### config.mk
export PLATFORM = sky130hd
export DESIGN_NAME = taxi_trip_ctrl
export DESIGN_NICKNAME = d
export VERILOG_FILES = /design/src/rtl/taxi_pkg.sv /design/src/rtl/taxi_btn_debounce.sv /design/src/rtl/taxi_trip_ctrl.sv
export SDC_FILE = /design/constraint.sdc
export NUM_CORES = 1
export LEC_CHECK = 0
export BUFFER_PORTS_ARGS = -buffer_cell sky130_fd_sc_hd__buf_2
export CELL_PAD_IN_SITES_DETAIL_PLACEMENT = 1
export CELL_PAD_IN_SITES_GLOBAL_PLACEMENT = 1
export CORE_MARGIN = 10
export CORE_UTILIZATION = 38
export DETAILED_ROUTE_END_ITERATION = 16
export PLACE_DENSITY_LB_ADDON = 0.1
export SYNTH_ARGS = -nofsm -noshare
export SYNTH_HDL_FRONTEND = slang
export SYNTH_SLANG_ARGS = --single-unit
export TNS_END_PERCENT = 5
### constraint.sdc
create_clock -name clk -period 1.8 [get_ports clk]
set_clock_uncertainty 0.15 [all_clocks]
set_input_delay 0.36 -clock clk [delete_from_list [all_inputs] [get_ports clk]]
set_output_delay 0.36 -clock clk [all_outputs]
set_load 0.005 [all_outputs]
### src/rtl/taxi_pkg.sv
// Shared taxi definitions: trip FSM state encodings and speed-class constants,
// used by both taxi_trip_ctrl and the taxi_distance datapath.
package taxi_pkg;

  typedef enum logic [2:0] {
    ST_IDLE   = 3'd0,
    ST_RUN    = 3'd1,
    ST_WAIT   = 3'd2,
    ST_PAUSE  = 3'd3,
    ST_SETTLE = 3'd4
  } taxi_state_e;

  localparam logic [1:0] SPEED_NORMAL = 2'd0;
  localparam logic [1:0] SPEED_FAST   = 2'd1;
  localparam logic [1:0] SPEED_FASTER = 2'd2;
  localparam logic [1:0] SPEED_RSVD   = 2'd3;

  // The reserved class is clamped to the fastest defined class.
  function automatic logic [1:0] sat_speed(input logic [1:0] sel);
    if (sel == SPEED_RSVD) begin
      return SPEED_FASTER;
    end else begin
      return sel;
    end
  endfunction

endpackage

### src/rtl/taxi_btn_debounce.sv
// Button debouncer: one-cycle event after DEBOUNCE_CYCLES consecutive high
// samples that follow a low sample; holding the button gives no repeat.
module taxi_btn_debounce #(
  parameter int DEBOUNCE_CYCLES = 4
) (
  input  logic clk,
  input  logic rst,
  input  logic btn,
  output logic evt
);

  localparam logic [7:0] LAST_CNT = 8'(DEBOUNCE_CYCLES - 1);

  logic [7:0] cnt_r;
  logic       armed_r;
  logic       evt_r;

  // armed_r stays low out of reset so a button held across release is ignored.
  always_ff @(posedge clk or negedge rst) begin
    if (!rst) begin
      cnt_r   <= 8'd0;
      armed_r <= 1'b0;
      evt_r   <= 1'b0;
    end else if (!btn) begin
      cnt_r   <= 8'd0;
      armed_r <= 1'b1;
      evt_r   <= 1'b0;
    end else if (armed_r && (cnt_r == LAST_CNT)) begin
      cnt_r   <= 8'd0;
      armed_r <= 1'b0;
      evt_r   <= 1'b1;
    end else if (armed_r) begin
      cnt_r   <= cnt_r + 8'd1;
      armed_r <= 1'b1;
      evt_r   <= 1'b0;
    end else begin
      cnt_r   <= cnt_r;
      armed_r <= 1'b0;
      evt_r   <= 1'b0;
    end
  end

  assign evt = evt_r;

endmodule

### src/rtl/taxi_trip_ctrl.sv
// Taxi trip controller: debounced buttons drive the trip FSM, which steers the
// taxi_distance datapath and snapshots the fare when a trip ends.
module taxi_trip_ctrl #(
  parameter int DEBOUNCE_CYCLES = 4,
  parameter int SETTLE_CYCLES   = 100
) (
  input  logic        clk,
  input  logic        rst,
  input  logic        btn_start,
  input  logic        btn_end,
  input  logic        btn_pause,
  input  logic        btn_wait,
  input  logic [1:0]  speed_sel,
  input  logic [31:0] distance,
  input  logic [31:0] wait_time,
  output logic        run_start,
  output logic        run_pause,
  output logic        run_waiting,
  output logic [1:0]  run_speedup,
  output logic [2:0]  state,
  output logic [15:0] trip_cnt,
  output logic        fare_valid,
  output logic [31:0] fare_dis,
  output logic [31:0] fare_wait
);

  import taxi_pkg::*;

  localparam logic [15:0] SETTLE_LAST = 16'(SETTLE_CYCLES - 1);

  logic start_evt_s, end_evt_s, pause_evt_s, wait_evt_s;

  taxi_state_e state_r, state_nxt_s, pause_src_r, pause_src_nxt_s;
  logic [15:0] settle_cnt_r, settle_cnt_nxt_s;
  logic [15:0] trip_cnt_r, trip_cnt_nxt_s;
  logic        fare_valid_r, fare_valid_nxt_s;
  logic [31:0] fare_dis_r, fare_dis_nxt_s, fare_wait_r, fare_wait_nxt_s;
  logic        run_start_r, run_pause_r, run_waiting_r;
  logic        run_start_nxt_s, run_pause_nxt_s, run_waiting_nxt_s;
  logic [1:0]  run_speedup_r, run_speedup_nxt_s;
  logic        snap_s;

  taxi_btn_debounce #(.DEBOUNCE_CYCLES(DEBOUNCE_CYCLES)) u_dbn_start (
    .clk(clk), .rst(rst), .btn(btn_start), .evt(start_evt_s));
  taxi_btn_debounce #(.DEBOUNCE_CYCLES(DEBOUNCE_CYCLES)) u_dbn_end (
    .clk(clk), .rst(rst), .btn(btn_end), .evt(end_evt_s));
  taxi_btn_debounce #(.DEBOUNCE_CYCLES(DEBOUNCE_CYCLES)) u_dbn_pause (
    .clk(clk), .rst(rst), .btn(btn_pause), .evt(pause_evt_s));
  taxi_btn_debounce #(.DEBOUNCE_CYCLES(DEBOUNCE_CYCLES)) u_dbn_wait (
    .clk(clk), .rst(rst), .btn(btn_wait), .evt(wait_evt_s));

  // Next-state, snapshot and next-output logic; event priority end > pause > wait > start.
  always_comb begin
    state_nxt_s      = state_r;
    pause_src_nxt_s  = pause_src_r;
    settle_cnt_nxt_s = 16'd0;
    snap_s           = 1'b0;

    case (state_r)
      ST_IDLE: begin
        if (start_evt_s) state_nxt_s = ST_RUN;
        else             state_nxt_s = ST_IDLE;
      end
      ST_RUN: begin
        if (end_evt_s) begin
          state_nxt_s = ST_SETTLE;
          snap_s      = 1'b1;
        end else if (pause_evt_s) begin
          state_nxt_s     = ST_PAUSE;
          pause_src_nxt_s = ST_RUN;
        end else if (wait_evt_s) begin
          state_nxt_s = ST_WAIT;
        end else begin
          state_nxt_s = ST_RUN;
        end
      end
      ST_WAIT: begin
        if (end_evt_s) begin
          state_nxt_s = ST_SETTLE;
          snap_s      = 1'b1;
        end else if (pause_evt_s) begin
          state_nxt_s     = ST_PAUSE;
          pause_src_nxt_s = ST_WAIT;
        end else if (wait_evt_s) begin
          state_nxt_s = ST_RUN;
        end else begin
          state_nxt_s = ST_WAIT;
        end
      end
      ST_PAUSE: begin
        if (end_evt_s) begin
          state_nxt_s = ST_SETTLE;
          snap_s      = 1'b1;
        end else if (pause_evt_s) begin
          state_nxt_s = pause_src_r;
        end else begin
          state_nxt_s = ST_PAUSE;
        end
      end
      ST_SETTLE: begin
        if (start_evt_s) begin
          state_nxt_s = ST_RUN;
        end else if (settle_cnt_r == SETTLE_LAST) begin
          state_nxt_s = ST_IDLE;
        end else begin
          state_nxt_s      = ST_SETTLE;
          settle_cnt_nxt_s = settle_cnt_r + 16'd1;
        end
      end
      default: state_nxt_s = ST_IDLE;
    endcase

    trip_cnt_nxt_s   = trip_cnt_r;
    fare_valid_nxt_s = fare_valid_r;
    fare_dis_nxt_s   = fare_dis_r;
    fare_wait_nxt_s  = fare_wait_r;
    if (snap_s) begin
      trip_cnt_nxt_s   = trip_cnt_r + 16'd1;
      fare_valid_nxt_s = 1'b1;
      fare_dis_nxt_s   = distance;
      fare_wait_nxt_s  = wait_time;
    end else if (state_nxt_s == ST_RUN) begin
      fare_valid_nxt_s = 1'b0;
    end else begin
      fare_valid_nxt_s = fare_valid_r;
    end

    // Outputs are derived from the next state so they change on the transition edge.
    run_start_nxt_s   = 1'b0;
    run_pause_nxt_s   = 1'b0;
    run_waiting_nxt_s = 1'b0;
    run_speedup_nxt_s = SPEED_NORMAL;
    case (state_nxt_s)
      ST_RUN: begin
        run_start_nxt_s   = 1'b1;
        run_speedup_nxt_s = sat_speed(speed_sel);
      end
      ST_WAIT: begin
        run_start_nxt_s   = 1'b1;
        run_waiting_nxt_s = 1'b1;
      end
      ST_PAUSE: begin
        run_start_nxt_s = 1'b1;
        run_pause_nxt_s = 1'b1;
      end
      default: begin
        run_start_nxt_s = 1'b0;
      end
    endcase
  end

  // State, trip bookkeeping and registered outputs.
  always_ff @(posedge clk or negedge rst) begin
    if (!rst) begin
      state_r       <= ST_IDLE;
      pause_src_r   <= ST_RUN;
      settle_cnt_r  <= 16'd0;
      trip_cnt_r    <= 16'd0;
      fare_valid_r  <= 1'b0;
      fare_dis_r    <= 32'd0;
      fare_wait_r   <= 32'd0;
      run_start_r   <= 1'b0;
      run_pause_r   <= 1'b0;
      run_waiting_r <= 1'b0;
      run_speedup_r <= 2'd0;
    end else begin
      state_r       <= state_nxt_s;
      pause_src_r   <= pause_src_nxt_s;
      settle_cnt_r  <= settle_cnt_nxt_s;
      trip_cnt_r    <= trip_cnt_nxt_s;
      fare_valid_r  <= fare_valid_nxt_s;
      fare_dis_r    <= fare_dis_nxt_s;
      fare_wait_r   <= fare_wait_nxt_s;
      run_start_r   <= run_start_nxt_s;
      run_pause_r   <= run_pause_nxt_s;
      run_waiting_r <= run_waiting_nxt_s;
      run_speedup_r <= run_speedup_nxt_s;
    end
  end

  assign state       = state_r;
  assign trip_cnt    = trip_cnt_r;
  assign fare_valid  = fare_valid_r;
  assign fare_dis    = fare_dis_r;
  assign fare_wait   = fare_wait_r;
  assign run_start   = run_start_r;
  assign run_pause   = run_pause_r;
  assign run_waiting = run_waiting_r;
  assign run_speedup = run_speedup_r;

endmodule

# After elaboration in Yosys (flattened, before gate mapping)
# Index checks and enable logic that the tools add are counted.
[classes]
n_reduce_logical = 10
n_mux = 61
add_sub_neg = 6
eq_ne = 21
[op_table]
columns = ["operator", "n"]
rows = [
  ["$mux 8", 12],
  ["$mux 16", 3],
  ["$add 16x1->16 const B", 2],
  ["$add 8x1->8 const B", 4],
  ["$eq 8x2->1 const B", 4],
  ["$mux 3", 10],
  ["$mux 1", 28],
  ["$eq 16x7->1 const B", 1],
  ["$pmux 3 s5", 1],
  ["$eq 3x2->1 const B", 4],
  ["$mux 2", 6],
  ["$ne 3x1->1 const B", 4],
  ["$eq 3x1->1 const B", 2],
  ["$pmux 3 s2", 1],
  ["$reduce_or 3->1", 2],
  ["$reduce_and 5->1", 1],
  ["$logic_and 1x1->1", 4],
  ["$ne 2x1->1 const B", 2],
  ["$ne 2x2->1 const B", 2],
  ["$reduce_bool 2->1", 2],
  ["$eq 3x3->1 const B", 1],
  ["$logic_not 3->1", 1],
  ["$eq 2x2->1 const B", 1],
]
[word_totals]
ff_bits = 148
out_inout_bits = 89
wordCells = 121
in_bits = 72

# Depth between registers and ports, before layout
[depth]
word_depth = 7
mapped_depth = 7
ltp_nobuf = 5

# By module
# A second synthesis with hierarchy kept.
[hier_totals]
cells_unflattened = 539
hier_area_um2 = 6550.0
[by_module_without_submodules]
columns = ["module", "area_each_um2", "cells_each", "instances", "seq_area_each_um2"]
rows = [
  ["taxi_trip_ctrl", 4317.9, 319, 1, 2678.8],
  ["taxi_btn_debounce", 558.0, 55, 4, 250.2],
]

# Worst setup path before layout
# OpenSTA, ideal clock, no wires.
[synth_timing]
path_kind = "reg-to-reg"
startpoint = "reg u_dbn_end.cnt_r[5]"
endpoint = "reg u_dbn_end.cnt_r[0]"
setup_ns = 0.122
stages_incl_launch_ff = 5
path_slack_ns = -0.036
synth_period_minus_slack_ns = 1.836
arrival_ns = 1.564
path_buffers = 0
required_ns = 1.528
cell_sequence = "dfrtp_1 > or4_1 > or4_4 > nand3b_2 > a21boi_2"
[synth_via]
elab_chain_len = 4
word_cells_on_any_way = 5
classes_between = "eq/ne: 2; mux: 2; reduce/logical: 1"
[synth_lines]
columns = ["item", "line_no", "rtl"]
rows = [
  ["from (decl)", "taxi_btn_debounce.sv:14", "logic [7:0] cnt_r;"],
  ["from (signal assigned)", "taxi_btn_debounce.sv:33", "cnt_r <= cnt_r + 8'd1;"],
  ["from (signal assigned)", "taxi_btn_debounce.sv:37", "cnt_r <= cnt_r;"],
  ["$eq 8x2->1 *", "taxi_btn_debounce.sv:28", "end else if (armed_r && (cnt_r == LAST_CNT)) begin"],
  ["$logic_and 1x1->1 *", "taxi_btn_debounce.sv:28", ""],
  ["$mux 8", "taxi_btn_debounce.sv:28", ""],
  ["$mux 8", "taxi_btn_debounce.sv:24", "end else if (!btn) begin"],
]
# Mark *: on every way between the ends. The rest lies on a longest branch, timed or not.
# A chain may end at the register's enable or synchronous reset.

# Worst setup path after layout
[layout_timing]
startpoint = "reg u_dbn_end.cnt_r[3]"
endpoint = "reg u_dbn_end.cnt_r[4]"
[layout_via]
elab_chain_len = 4
word_cells_on_any_way = 7
classes_between = "add/sub: 1; eq/ne: 2; mux: 3; reduce/logical: 1"
[layout_lines]
columns = ["item", "line_no"]
rows = [
  ["$add 8x1->8 / $eq 8x2->1 (equally long branches)", "taxi_btn_debounce.sv:33, taxi_btn_debounce.sv:28"],
  ["$mux 8 / $logic_and 1x1->1 (equally long branches)", "taxi_btn_debounce.sv:32, taxi_btn_debounce.sv:28"],
  ["$mux 8", "taxi_btn_debounce.sv:28"],
  ["$mux 8", "taxi_btn_debounce.sv:24"],
]
# Several ways; a longest one is shown, not always the timed one. The select of a mux whose other input is x is not followed.

==> results.toml <==
[clocking]
clock-sinks = 147
cts_buffers = 17
clk_latency_ns = 0.42
cts_max_level = 4
clockBufferDepth = 2
clkTransAtPathRegs_ns = 0.06
tritoncts = "done"
cts_root_buf = "clkbuf_16"

[setup_path]
cp-startpoint = "u_dbn_end.cnt_r[3]"
cp-end-kind = "flip-flop"
arrival_ns = 1.96
slowest_stage = "or4_4"
worstPathRequired_ns = 1.96
crit_path_max_incr_delay_ns = 0.53
path_delay_family = "simple AND/OR/NAND/NOR gates"
crit_path_cell_trace = "or4_4 > or4_4 > nand2_4 > nor2_1"
rr_startpoint = "u_dbn_end.cnt_r[3]"
reg2reg_depth = 4
r2r_end = "u_dbn_end.cnt_r[4]"
worstSetupPathType = "reg2reg"
startpoint_type = "flip-flop"
path_common_cell = "or4_4"
regToRegSetupSlack_ns = -0.005
cp_max_fo = 5
crit_buf_inv = 0

[logic_synthesis]
synth_top_area_share_pct = 58.4
synthArstFlopShare_pct = 100
synth_nets = 588
yosysWarningCount = 0
synth_flop_cell = "dfrtp_1"
synth_edf_count = 0
ys_seq_area_share_pct = 58.9
synthTopCellsByArea = "dfrtp_1, mux2_2, xnor2_1"
avgSynthCellArea_sq_um = 12.3
netlist_area_sq_um = 6250
syn_inst = 510
yosysUniqueCellTypes = 48
ys_seq_elements = 147
synth_top_cell_by_area = "dfrtp_1"

[floorplanning]
die_x_microns = 148
die_height_microns = 148
io_pins = 161
die-area_sq_um = 22000
start_util_pct = 39.1
design.core.area_sq_um = 16000
rows = 46

[power]
netSwitchingFraction_pct = 27.2
power_density_nw_per_um2 = 1130
ir_drop_mv = 0.648
clockPowerShare_pct = 37.7
leakage_nw = 4.20
totalPowerFinal_mw = 9.42
power.internal_mw = 6.86
p_seq_share_pct = 43.4
switchingPower_mw = 2.56
comb_power_share_pct = 18.9

[sta]
setup_ws_ns = -0.00465
hold_slack_ns = 0.0142
slew_headroom_pct = 71.7
setup_violations = 3
clock.fmax_mhz = 554
worst_pin_slew_ns = 0.422
hold_viol_final = 0
period_minus_slack_ns = 1.80
rsz0062_at_grt = "true"
slew_violations = 0
period_share_pct = 100

[status]
violations = "setup timing"
status = "complete, but fails checks"

[cells_and_area]
fill_cells = 1772
final_common_cell = "buf_2"
post-route-util_pct = 51.9
drive_above_1_share_pct = 43.5
synthToLayoutAreaGrowth_pct = 32.9
fin_nets = 796
layout_common_cells = "buf_2, dfrtp_1, mux2_2, nand2_1, nor2_1"

[route]
drc = 0
via_per_inst = 5.01
wl_mm = 17.1
wl_per_cell_microns = 18.1
drtIter0Drc = 229
routed.top_layer = "met4"
ant_nets = 0
dr.pass1.iters = 4
wl_met1_mm = 6.96
num_vias = 4750
dr_wl_met2_mm = 8.98
wl_met3_microns = 839

[min_path]
min_from = "btn_wait"
hold_path.class = "in2reg"
hold_path_depth = 2
hold_path_end = "u_dbn_wait.armed_r"

[global_route]
grt_pass1_wl_mm = 28.0
first_global_vias = 5303
globalRouteOverflowTotal = 0
grt_max_degree = 57
grtUsageTotal_pct = 15.8
grt_antenna_before_repair = 2

[placement]
dpl.hpwl_mm = 13.1
port_buffers = 160
gp_congestion = 0.819

[run]
cap_violations = 0
what timing repair did:
action,in CTS,in global routing
hold buffers,4,0
pin swaps,3,7
endpoints found under the setup margin,10,79
endpoints found under the hold margin,34,0
setup buffers,0,2
gates resized for setup,3,13
metal layers:
| layer | vias to the layer above | GRT usage [%] |
|---|---|---|
| li1 | 2232 | - |
| met1 | 2380 | 17.6 |
| met2 | 112 | 27.8 |
| met3 | 26 | 4.49 |
| met4 | 0 | 6.24 |
| met5 | - | 0 |
metrics by stage:
stage | cell area (sq um) | setup slack (ns) | setup TNS (ns) | cells
after floorplan | 6250 | 0.00778 | 0 | 510
after global placement | 7580 | 0.0371 | 0 | 909
after detailed placement | 7580 | -0.0538 | -0.136 | 909
after CTS | 8230 | -0.0716 | -0.122 | 945
after global routing | 8310 | -0.0634 | -0.410 | 949
final | 8310 | -0.00465 | -0.0114 | 949
area by class of cell:
| type | instances | area (sq um) | area share, % |
|---|---|---|---|
| Inverter | 8 | 30.0 | 0.362 |
| Tap cell | 216 | 270 | 3.25 |
| Clock inverter | 11 | 125 | 1.51 |
| Antenna cell | 2 | 5.00 | 0.0603 |
| Timing Repair Buffer | 199 | 1160 | 14.0 |
| Sequential cell | 147 | 3680 | 44.3 |
| Multi-Input combinational cell | 345 | 2560 | 30.9 |
| Clock buffer | 21 | 470 | 5.66 |
kinds of logic after synthesis:
group,count (synthesis),share of synthesized area [%]
and+or+nand+nor,182,15.6
DFF,147,58.9
muxes,71,12.7
AOI/OAI and AO/OA,49,5.16
adders and majority gates,6,1.20
xor gates and xnor gates,37,5.18
buffers and inverters,18,1.32
synth_stat cells, types with 2 or more instances:
| cell type | n |
|---|---|
| a21o_1 | 4 |
| a21oi_1 | 11 |
| a22o_1 | 2 |
| a31oi_1 | 10 |
| a41oi_1 | 2 |
| and2_1 | 2 |
| and3_1 | 11 |
| and4_1 | 2 |
| buf_2 | 6 |
| buf_4 | 2 |
| clkbuf_1 | 2 |
| dfrtp_1 | 146 |
| ha_1 | 6 |
| inv_1 | 8 |
| mux2_2 | 66 |
| mux2i_1 | 5 |
| nand2_1 | 43 |
| nand2b_1 | 9 |
| nand3_1 | 25 |
| nand4_1 | 10 |
| nor2_1 | 35 |
| nor2b_1 | 8 |
| nor3_1 | 7 |
| nor3b_1 | 4 |
| nor4_1 | 7 |
| nor4b_1 | 5 |
| nor4b_2 | 2 |
| o211ai_1 | 2 |
| o21ai_0 | 10 |
| o31ai_1 | 2 |
| or3_1 | 2 |
| or4_1 | 3 |
| xnor2_1 | 26 |
| xor2_1 | 11 |
how the worst max path moves through the flow:
stage,end,slack [ns],cells after the start
6_report,u_dbn_end.cnt_r[4],-0.005,4
2_1_floorplan,fare_dis[26],0.008,5
3_5_place_dp,u_dbn_wait.cnt_r[7],-0.05,5
4_1_cts,u_dbn_wait.cnt_r[7],-0.07,5
3_3_place_gp,u_dbn_pause.cnt_r[7],0.04,5
5_1_grt,u_dbn_end.cnt_r[4],-0.06,4
power by group through the flow:
| stage | sequential (mW) | clock, mW | combinational [mW] |
|---|---|---|---|
| 2_1_floorplan | 4.14 | 0 | 0.780 |
| 5_1_grt | 4.16 | 3.80 | 1.99 |
| 3_3_place_gp | 4.10 | 0 | 1.70 |
| 4_1_cts | 4.09 | 3.65 | 1.79 |
| 3_5_place_dp | 4.14 | 0 | 1.77 |
| 6_report | 4.09 | 3.55 | 1.78 |
sequential cells by signal, summed over array words and instances (netlist names), 2 cells and up:
signal and flops:
fare_wait 32, trip_cnt 16, u_dbn_end.cnt_r 8, u_dbn_wait.cnt_r 8, u_dbn_pause.cnt_r 8, run_speedup 2, settle_cnt_r 16, fare_dis 32
u_dbn_start.cnt_r 8, state 3, pause_src_r 2
Note: power is estimated with default switching activity, not from simulation.
